## config.mk

```make
export PLATFORM = sky130hd
export DESIGN_NAME = mem_access_ctrl
export DESIGN_NICKNAME = d
export VERILOG_FILES = /design/src/rtl/mem_ctrl_pkg.sv /design/src/rtl/rr_arbiter2.sv /design/src/rtl/mem_access_ctrl.sv
export SDC_FILE = /design/constraint.sdc
export NUM_CORES = 1
export LEC_CHECK = 0
export ABC_AREA = 1
export CELL_PAD_IN_SITES_DETAIL_PLACEMENT = 1
export CELL_PAD_IN_SITES_GLOBAL_PLACEMENT = 1
export CORE_AREA = 4 4 309 311
export DETAILED_ROUTE_END_ITERATION = 16
export DIE_AREA = 0 0 313 315
export HOLD_SLACK_MARGIN = 0.1
export PLACE_DENSITY_LB_ADDON = 0.1
export SETUP_SLACK_MARGIN = 0.5
export SLEW_MARGIN = 30
export SYNTH_ARGS = -nofsm -noshare
export SYNTH_HDL_FRONTEND = slang
export SYNTH_HIERARCHICAL = 1
export SYNTH_SLANG_ARGS = --single-unit
```

## constraint.sdc

```tcl
create_clock -name in_clk -period 1.4 [get_ports in_clk]
set_input_delay 0.14 -clock in_clk [delete_from_list [all_inputs] [get_ports in_clk]]
set_output_delay 0.14 -clock in_clk [all_outputs]
set_load 0.005 [all_outputs]
```

## src/rtl/mem_ctrl_pkg.sv

```systemverilog
// Shared definitions for the coprocessor block-memory access controller:
// memory geometry, requester indices and controller state encodings.
package mem_ctrl_pkg;

  localparam int SIZE       = 1024;
  localparam int BLOCKS     = 4;
  localparam int LOG_SIZE   = 10;
  localparam int CELL_WIDTH = 32;
  localparam int WIDTH      = BLOCKS * CELL_WIDTH;

  localparam logic R_HOST   = 1'b0;
  localparam logic R_ENGINE = 1'b1;

  // Highest base address whose whole block still fits inside the memory.
  localparam logic [LOG_SIZE-1:0] ADDR_LIMIT = LOG_SIZE'(SIZE - BLOCKS);

  typedef enum logic [2:0] {
    IDLE  = 3'd0,
    CHECK = 3'd1,
    ISSUE = 3'd2,
    WAIT  = 3'd3,
    RESP  = 3'd4
  } state_e;

endpackage

```

## src/rtl/rr_arbiter2.sv

```systemverilog
// Combinational two-way round-robin arbiter; the caller owns and
// updates the registered last-grant index.
module rr_arbiter2
  import mem_ctrl_pkg::*;
(
  input  logic [1:0] req_i,
  input  logic       last_grant_i,
  output logic       gnt_valid_o,
  output logic       gnt_idx_o
);

  always_comb begin
    // NOTE: every output gets a default first so no path can infer a latch.
    gnt_valid_o = |req_i;
    gnt_idx_o   = R_HOST;
    if (req_i == 2'b11) begin
      gnt_idx_o = ~last_grant_i;
    end else if (req_i[1]) begin
      gnt_idx_o = R_ENGINE;
    end
  end

endmodule

```

## src/rtl/mem_access_ctrl.sv

```systemverilog
// Shares the single block-memory port between host and engine: round-robin
// grant, range check, one read/write enable pulse, req/ack handshake.
module mem_access_ctrl
  import mem_ctrl_pkg::*;
(
  input  logic                in_clk,
  input  logic                in_reset,
  input  logic                in_r0_req,
  input  logic                in_r0_we,
  input  logic [LOG_SIZE-1:0] in_r0_address,
  input  logic [WIDTH-1:0]    in_r0_data,
  output logic                out_r0_ack,
  output logic                out_r0_err,
  output logic [WIDTH-1:0]    out_r0_data,
  input  logic                in_r1_req,
  input  logic                in_r1_we,
  input  logic [LOG_SIZE-1:0] in_r1_address,
  input  logic [WIDTH-1:0]    in_r1_data,
  output logic                out_r1_ack,
  output logic                out_r1_err,
  output logic [WIDTH-1:0]    out_r1_data,
  output logic [LOG_SIZE-1:0] out_mem_address,
  output logic [WIDTH-1:0]    out_mem_data,
  output logic                out_mem_read_en,
  output logic                out_mem_write_en,
  input  logic [WIDTH-1:0]    in_mem_data
);

  state_e              state_q;
  logic                gnt_q;
  logic                last_grant_q;
  logic                we_q;
  logic [LOG_SIZE-1:0] addr_q;
  logic [WIDTH-1:0]    wdata_q;
  logic [1:0]          ack_q;
  logic [1:0]          err_q;
  logic [WIDTH-1:0]    rdata0_q;
  logic [WIDTH-1:0]    rdata1_q;
  logic [LOG_SIZE-1:0] mem_addr_q;
  logic [WIDTH-1:0]    mem_data_q;
  logic                rd_en_q;
  logic                wr_en_q;

  logic gnt_valid;
  logic gnt_idx;

  rr_arbiter2 u_arb (
    .req_i        ({in_r1_req, in_r0_req}),
    .last_grant_i (last_grant_q),
    .gnt_valid_o  (gnt_valid),
    .gnt_idx_o    (gnt_idx)
  );

  always_ff @(posedge in_clk or negedge in_reset) begin
    if (!in_reset) begin
      state_q      <= IDLE;
      gnt_q        <= R_HOST;
      last_grant_q <= R_ENGINE;
      we_q         <= 1'b0;
      addr_q       <= '0;
      wdata_q      <= '0;
      ack_q        <= '0;
      err_q        <= '0;
      rdata0_q     <= '0;
      rdata1_q     <= '0;
      mem_addr_q   <= '0;
      mem_data_q   <= '0;
      rd_en_q      <= 1'b0;
      wr_en_q      <= 1'b0;
    end else begin
      // NOTE: non-blocking assignments keep every register sampling the
      // pre-edge values; pulse outputs default low and are set per state.
      ack_q   <= '0;
      err_q   <= '0;
      rd_en_q <= 1'b0;
      wr_en_q <= 1'b0;

      unique case (state_q)
        IDLE: begin
          if (gnt_valid) begin
            gnt_q        <= gnt_idx;
            last_grant_q <= gnt_idx;
            we_q         <= gnt_idx ? in_r1_we      : in_r0_we;
            addr_q       <= gnt_idx ? in_r1_address : in_r0_address;
            wdata_q      <= gnt_idx ? in_r1_data    : in_r0_data;
            state_q      <= CHECK;
          end
        end
        CHECK: begin
          if (addr_q > ADDR_LIMIT) begin
            ack_q[gnt_q] <= 1'b1;
            err_q[gnt_q] <= 1'b1;
            state_q      <= RESP;
          end else begin
            mem_addr_q <= addr_q;
            mem_data_q <= wdata_q;
            rd_en_q    <= ~we_q;
            wr_en_q    <= we_q;
            state_q    <= ISSUE;
          end
        end
        ISSUE: begin
          if (we_q) begin
            ack_q[gnt_q] <= 1'b1;
            state_q      <= RESP;
          end else begin
            state_q <= WAIT;
          end
        end
        WAIT: begin
          // Memory read data is only meaningful in the cycle after the enable.
          if (gnt_q == R_ENGINE) rdata1_q <= in_mem_data;
          else                   rdata0_q <= in_mem_data;
          ack_q[gnt_q] <= 1'b1;
          state_q      <= RESP;
        end
        RESP: begin
          state_q <= IDLE;
        end
        default: begin
          state_q <= IDLE;
        end
      endcase
    end
  end

  assign out_r0_ack       = ack_q[0];
  assign out_r0_err       = err_q[0];
  assign out_r0_data      = rdata0_q;
  assign out_r1_ack       = ack_q[1];
  assign out_r1_err       = err_q[1];
  assign out_r1_data      = rdata1_q;
  assign out_mem_address  = mem_addr_q;
  assign out_mem_data     = mem_data_q;
  assign out_mem_read_en  = rd_en_q;
  assign out_mem_write_en = wr_en_q;

endmodule

```

==> impl_metrics.py, run 1 <==
metrics = {
    "setup_path": {
        "r2r_end": "out_r0_data[1]",
        "worstPathArrival_ns": 2.06,
        "crit_chain": "inv_2 -> nor3_2 -> buf_6 -> nand2_8 -> buf_12 -> o21ai_0",
        "worstPathRequired_ns": 1.88,
        "critPathCaptureType": "flop",
        "cpPeakStageDelay_ns": 0.40,
        "critPathLaunchType": "flop",
        "cpLargestDelayFamily": "buffers and inverters",
        "slowest_stage": "dfrtp_1",
        "path_buf_inv": 3,
        "rrSetupSlack_ns": -0.18,
        "rr_startpoint": "state_q[1]",
        "critPathKind": "flop to flop",
        "cp_max_fo": 38,
        "crit_cells": 6,
        "ff2ff_path_depth": 6,
    },
    "global_route": {
        "grt.total_usage_pct": 19.11,
        "grt_first_pass_wirelength_mm": 142.4,
        "grt_overflow": 0,
        "grt_max_degree": 78,
        "antenna_found_initial": 13,
        "grt_pass1_vias": 21990,
    },
    "route": {
        "drc": 0,
        "wl_per_cell_um": 21.08,
        "vias": 20190,
        "finalWirelength_mm": 99.33,
        "drt_iter0_drc": 930,
        "drt-pass1-iter-count": 7,
        "ant_nets": 0,
        "vias_per_cell": 4.285,
    },
    "pwr": {
        "power_uw": 81670,
        "power_per_cell_area_nw_per_um2": 2279,
        "power.leakage_uw": 0.01772,
        "ir_worst_vdd_uv": 815.9,
    },
    "outcome": {
        "status": "finished, violations left",
        "violations": "hold timing, setup timing",
    },
    "finish": {
        "design_area_um2": 35840,
        "area_delta_synth_final_pct": 63.97,
        "drive_gt1_share_pct": 22.83,
        "nNetsFinal": 3811,
    },
    "clock_tree": {
        "clk_path_buf_depth": 3,
        "clk_pin_slew_ns": 0.06,
        "clock_latency_ns": 0.60,
        "cts_made_buffers": 68,
        "cts_max_level": 3,
        "clock_sinks": 544,
        "cts-root-buf": "clkbuf_16",
        "cts_tree": "done",
    },
    "place": {
        "place_area_um2": 32140,
        "place_congestion": 0.8103,
        "dp_hpwl_mm": 72.40,
        "io_buffer_count": 809,
    },
    "floorplan": {
        "die-area_um2": 98600,
        "die_h_um": 315,
        "initial_utilization_pct": 23.56,
        "core_um2": 92770,
        "num_rows": 112,
        "die_w_um": 313,
        "boundaryPins": 810,
    },
    "sta": {
        "setup_slack_ns": -0.1759,
        "holdWs_ns": -0.005446,
        "timing.final.crit_share_pct": 112.6,
        "rsz0062_at_grt": "true",
        "slew_headroom_pct": 68.35,
        "drv_slew": 0,
        "skew_ns": 0.02808,
        "worst_pin_slew_ns": 0.4748,
        "layout_min_cycle_time_ns": 1.576,
        "hold_viol_final": 1,
        "clock.fmax_mhz": 634.5,
        "setup_viol": 538,
    },
    "logic_synthesis": {
        "syn_nets": 2754,
        "syn_inst": 2344,
        "avgSynthCellArea_um2": 9.325,
        "netlist_area_um2": 21860,
        "yosysSeqAreaShare_pct": 62.28,
        "yosysWarnings": 6,
        "synth.lib_cells_used.distinct": 22,
        "synth-seq-cells": 544,
    },
    "min_path": {
        "min_path_type": "input port to asynchronous set/reset pin",
    },
    "job": {
        "cap_violations": 0,
    },
}
worst max path at each step:
stage	from	end	slack [ns]
after global placement	in_r0_req	addr_q[8]	-0.37
final	state_q[1]	out_r0_data[1]	-0.18
after global routing	state_q[1]	out_r0_data[4]	-0.26
after floorplan	last_grant_q	wdata_q[97]	0.04
after detailed placement	in_r0_req	wdata_q[14]	-0.43
after CTS	state_q[2]	wdata_q[87]	-0.17
kinds of logic (layout without fill, tap and decap cells):
| family | count (synthesis) | after routing | share of synthesized area [%] |
|---|---|---|---|
| buffers and inverters | 558 | 1662 | 10.76 |
| AO/OA/AOI/OAI | 681 | 681 | 17.18 |
| AND/OR/NAND/NOR | 561 | 564 | 9.771 |
| flip-flops | 544 | 544 | 62.28 |
| other | 0 | 6 | 0 |
cell type report:
type                            count  area, µm²
Antenna cell                        6      15.01
Fill cell                       10640      56930
Clock buffer                      105       2062
Tap cell                         1254       1569
Inverter                          411       1543
Sequential cell                   544      13620
Clock inverter                     15      188.9
Timing Repair Buffer             1131      10800
Multi-Input combinational cell   1245       6050
power by group:
group          internal, µW  switching, µW  leakage, µW
sequential            23600           4210      0.00663
clock                 10700           7100      0.00110
combinational         18000          18000      0.00999
total                 52400          29300       0.0177
synth_stat cells:
cell	instances	share of area, %
dfstp_2	1	0.12
clkbuf_1	50	0.86
or2_1	1	0.029
nand3_1	2	0.046
nor2_4	1	0.052
nor2_1	8	0.14
buf_6	13	0.67
o211ai_1	139	4.8
inv_2	2	0.034
dfrtp_1	543	62
nand2_2	1	0.029
o21ai_1	457	10
buf_1	10	0.17
buf_4	23	0.79
nand2_1	545	9.4
a21oi_1	3	0.069
o21ai_0	82	1.9
buf_8	1	0.069
inv_1	409	7.0
nor3_2	2	0.092
nand4_1	1	0.029
buf_2	50	1.1
metrics by stage:
step	instances	setup TNS (ns)	worst slack [ns]	util [%]
2_1_floorplan	2344	0	0.04474	-
3_3_place_gp	4373	-70.28	-0.3733	34.65
3_5_place_dp	4373	-84.23	-0.4251	34.65
4_1_cts	4679	-50.23	-0.1734	38.02
5_1_grt	4709	-96.52	-0.2576	38.63
6_report	4711	-50.40	-0.1759	38.64
metal layers:
| metal | global-route usage [%] | wire length (µm) | up-vias |
|---|---|---|---|
| li1 | - | - | 9576 |
| met1 | 21.99 | 39240 | 9813 |
| met2 | 33.76 | 49790 | 634 |
| met3 | 5.081 | 6584 | 151 |
| met4 | 7.685 | 3627 | 12 |
| met5 | 0 | 78 | - |
worst reg2reg max path, stage by stage (launching register included):
cell     delay, ns
dfrtp_1       0.40
inv_2         0.06
nor3_2        0.19
buf_6         0.19
nand2_8       0.16
buf_12        0.28
o21ai_0       0.21
cell usage in the layout (no fill, tap or decap), types with 5 or more instances in the layout:
cell type	n
inv_1	409
buf_16	15
o21ai_1	503
clkbuf_8	20
buf_4	160
dlygate4sd3_1	66
clkdlybuf4s50_1	408
buf_12	45
diode_2	6
nand2_1	540
dfrtp_1	542
buf_6	169
buf_2	249
o21ai_0	28
nor2_1	5
o21ai_2	8
clkbuf_1	16
o211ai_1	139
clkbuf_16	81
clkinv_2	5
registers in the layout, indices dropped and copies added (netlist names), 2 cells and up:
name / count
ack_q: 2
addr_q: 10
err_q: 2
out_mem_address: 10
out_mem_data: 128
out_r0_data: 128
out_r1_data: 128
state_q: 3
wdata_q: 128
timing repair:
item	CTS	global route
gates cloned	9	16
setup endpoints to repair	944	991
endpoints found under the hold margin	658	172
hold buffers	70	1
pin swaps	5	2
resized for setup	1879	28
setup buffers	107	9
Power figures use the tool's default switching activity.
==> run 2: changes to the inputs <==
Settings changed: ABC_AREA 1 to unset, GPL_TIMING_DRIVEN set to 0.
==> impl_metrics.py, run 2 <==
metrics = {
    "logic_synthesis": {
        "synth_area_leaders": "dfrtp_1 (62%), mux2_2 (14%), mux2_4 (8.0%)",
        "synth_top_cell_area_share_pct": 62.27,
        "yosysSeqAreaShare_pct": 62.39,
        "avgSynthCellArea_um2": 14.68,
        "synth_common_cells": "dfrtp_1 (543), mux2_2 (274), nor2_1 (143), a21oi_1 (140), mux2i_1 (140)",
        "synth_edf_count": 0,
        "synth-seq-cells": 544,
        "synth_most_common_cell": "dfrtp_1",
        "synthFlopType": "dfrtp_1",
        "yosys.area.top_type": "dfrtp_1",
        "async_flop_share_pct": 100.0,
        "syn_inst": 1487,
        "netlist_area_um2": 21820,
        "synth.lib_cells_used.distinct": 34,
        "yosysWarnings": 6,
        "syn_nets": 1897,
    },
    "sta": {
        "setup_slack_ns": -0.6090,
        "slew_headroom_pct": 67.81,
        "timing.final.crit_share_pct": 143.5,
        "rsz0062_at_grt": "true",
        "setup_viol": 939,
        "skew_ns": 0.01423,
        "drv_slew": 0,
        "hold_viol_final": 251,
        "holdWs_ns": -0.5581,
        "clock.fmax_mhz": 497.8,
        "layout_min_cycle_time_ns": 2.009,
        "worst_pin_slew_ns": 0.4828,
    },
    "job": {
        "cap_violations": 0,
    },
    "clock_tree": {
        "clk_pin_slew_ns": 0.06,
        "cts_tree": "done",
        "clk_path_buf_depth": 3,
        "cts_max_level": 3,
        "clock_latency_ns": 0.60,
        "clock_sinks": 544,
        "cts-root-buf": "clkbuf_16",
        "cts_made_buffers": 67,
    },
    "finish": {
        "fill_cells": 9623,
        "multi_input_area_um2": 7919,
        "area_delta_synth_final_pct": 62.96,
        "drive_gt1_share_pct": 26.32,
        "nNetsFinal": 2817,
        "seqCellArea_um2": 13620,
        "design_area_um2": 35560,
        "final_common_cell": "clkdlybuf4s50_1",
        "layout_common_cells": "clkdlybuf4s50_1 (808), dfrtp_1 (542), mux2_2 (239)",
        "stdcell_count": 3714,
    },
    "setup_path": {
        "critPathLaunchType": "flop",
        "rr_startpoint": "state_q[2]",
        "rrSetupSlack_ns": -0.61,
        "slowest_stage": "or3b_4",
        "r2r_end": "out_mem_data[50]",
        "cp_max_fo": 10,
        "crit_chain": "buf_6 -> or3b_4 -> buf_6 -> a31o_4 -> buf_16 -> buf_12 -> mux2_4",
        "worstPathRequired_ns": 1.87,
        "ff2ff_path_depth": 7,
        "critPathKind": "flop to flop",
        "critPathCaptureType": "flop",
        "worstPathArrival_ns": 2.48,
        "cpPeakStageDelay_ns": 0.38,
        "crit_path_frequent_cell": "buf_6",
    },
    "pwr": {
        "seqPwrFrac_pct": 33.6,
        "intPower_uw": 57520,
        "power_uw": 83540,
        "power_per_cell_area_nw_per_um2": 2349,
        "clkPwrFrac_pct": 21.0,
        "swShare_pct": 31.14,
        "power.leakage_uw": 0.01511,
        "ir_worst_vdd_uv": 825.3,
        "combPwrFrac_pct": 45.4,
        "switching_power_uw": 26020,
    },
    "global_route": {
        "grt.total_usage_pct": 16.95,
        "grt_overflow": 0,
        "antenna_found_initial": 7,
        "grt_first_pass_wirelength_mm": 123.3,
        "grt_max_degree": 84,
        "grt_pass1_vias": 17530,
    },
    "floorplan": {
        "boundaryPins": 810,
        "die_w_um": 313,
        "die-area_um2": 98600,
        "die_h_um": 315,
        "core_um2": 92770,
        "initial_utilization_pct": 23.52,
        "num_rows": 112,
    },
    "route": {
        "vias_per_cell": 4.215,
        "drt-pass1-iter-count": 4,
        "vias": 15660,
        "drc": 0,
        "wl_per_cell_um": 23.49,
        "finalWirelength_mm": 87.23,
        "drt_iter0_drc": 456,
        "ant_nets": 0,
    },
    "place": {
        "dp.cells": 3557,
        "place_congestion": 0.8016,
        "io_buffer_count": 809,
        "dp_hpwl_mm": 66.97,
        "place_area_um2": 31740,
    },
    "min_path": {
        "min_path_type": "input port to asynchronous set/reset pin",
    },
    "outcome": {
        "violations": "hold timing, setup timing",
        "status": "finished, violations left",
    },
}
==> run 2: changes by cell type in the layout (fill, tap and decap cells not counted), moves of 138 or more <==
cell | previous run | this run
buf_6 | 169 | 5
o211ai_1 | 139 | 0
nand2_1 | 540 | 2
mux2_2 | 0 | 239
buf_4 | 160 | 18
a21oi_1 | 2 | 140
nor2_1 | 5 | 143
clkdlybuf4s50_1 | 408 | 808
buf_2 | 249 | 2
o21ai_1 | 503 | 0
mux2_4 | 0 | 151
inv_1 | 409 | 5
==> run 2: critical path: cells and delay by family (launching register included) <==
kind	cells	cell delay, ns
DFF	1	0.37
muxes	1	0.30
and+or+nand+nor	1	0.38
buffers and inverters	4	0.59
AOI/OAI and AO/OA	1	0.24
==> run 2: cell families (layout without fill, tap and decap cells) <==
group,after synthesis,in the layout,synth area share (%)
buffers and inverters,98,1069,2.345
flip-flops,544,544,62.39
AO/OA/AOI/OAI,155,155,3.773
AND/OR/NAND/NOR,160,160,2.953
other,0,2,0
multiplexers,530,530,28.54
==> run 2: layer usage <==
layer / share of wire [%] / track usage (%) / up-vias / routed length [µm]
met5: 0.075 / 0 / - / 65
met4: 2.5 / 4.946 / 10 / 2151
met3: 8.5 / 6.317 / 109 / 7376
met2: 52 / 30.67 / 553 / 45090
met1: 37 / 18.50 / 7907 / 32540
li1: - / - / 7077 / -
==> run 2: worst max-delay path by stage <==
stage / start / depth (start not counted) / end / slack, ns
floorplan: state_q[2] / 7 / out_mem_data[107] / -0.49
detailed placement: in_r1_req / 7 / wdata_q[79] / -1.93
finish: state_q[2] / 7 / out_mem_data[50] / -0.61
global route: state_q[2] / 7 / out_mem_data[107] / -0.65
global placement: in_reset / 1 / out_mem_data[120] / -24.76
CTS: state_q[2] / 7 / out_mem_data[48] / -0.62
==> run 2: final cells by class <==
class / instances / share of cell area, %
diodes: 2 / 0.01407
plain buffers: 93 / 3.469
clock buffers: 93 / 5.302
clock inverters: 27 / 0.9535
inverters: 5 / 0.05278
multi-input cells: 845 / 22.27
flip-flops and latches: 544 / 38.29
well taps: 1254 / 4.412
repair buffers: 851 / 25.24
==> run 2: what timing repair did <==
action | in CTS | in global routing
endpoints found under the setup margin | 944 | 944
pin swaps | 2 | 1
resized for setup | 182 | 100
setup buffers | 10 | 5
endpoints found under the hold margin | 251 | 251
cloned | 5 | 15
==> run 2: stage by stage <==
step | util, % | TNS (ns) | setup slack, ns
after floorplan | - | -164.76 | -0.4914
after global placement | 34.00 | - | -24.76
after detailed placement | 34.21 | -559.65 | -1.934
after CTS | 37.57 | -397.80 | -0.6169
after global routing | 38.33 | -393.35 | -0.6454
final | 38.33 | -331.35 | -0.6090
==> run 2: power groups by stage <==
stage                     Clock (µW)  Sequential, µW  Combinational (µW)
after floorplan                    0           28000               15200
after global placement             0           28100               35300
after detailed placement           0           28400               35900
after CTS                      18200           28200               38100
after global routing           18900           29100               40700
final                          17500           28100               38000
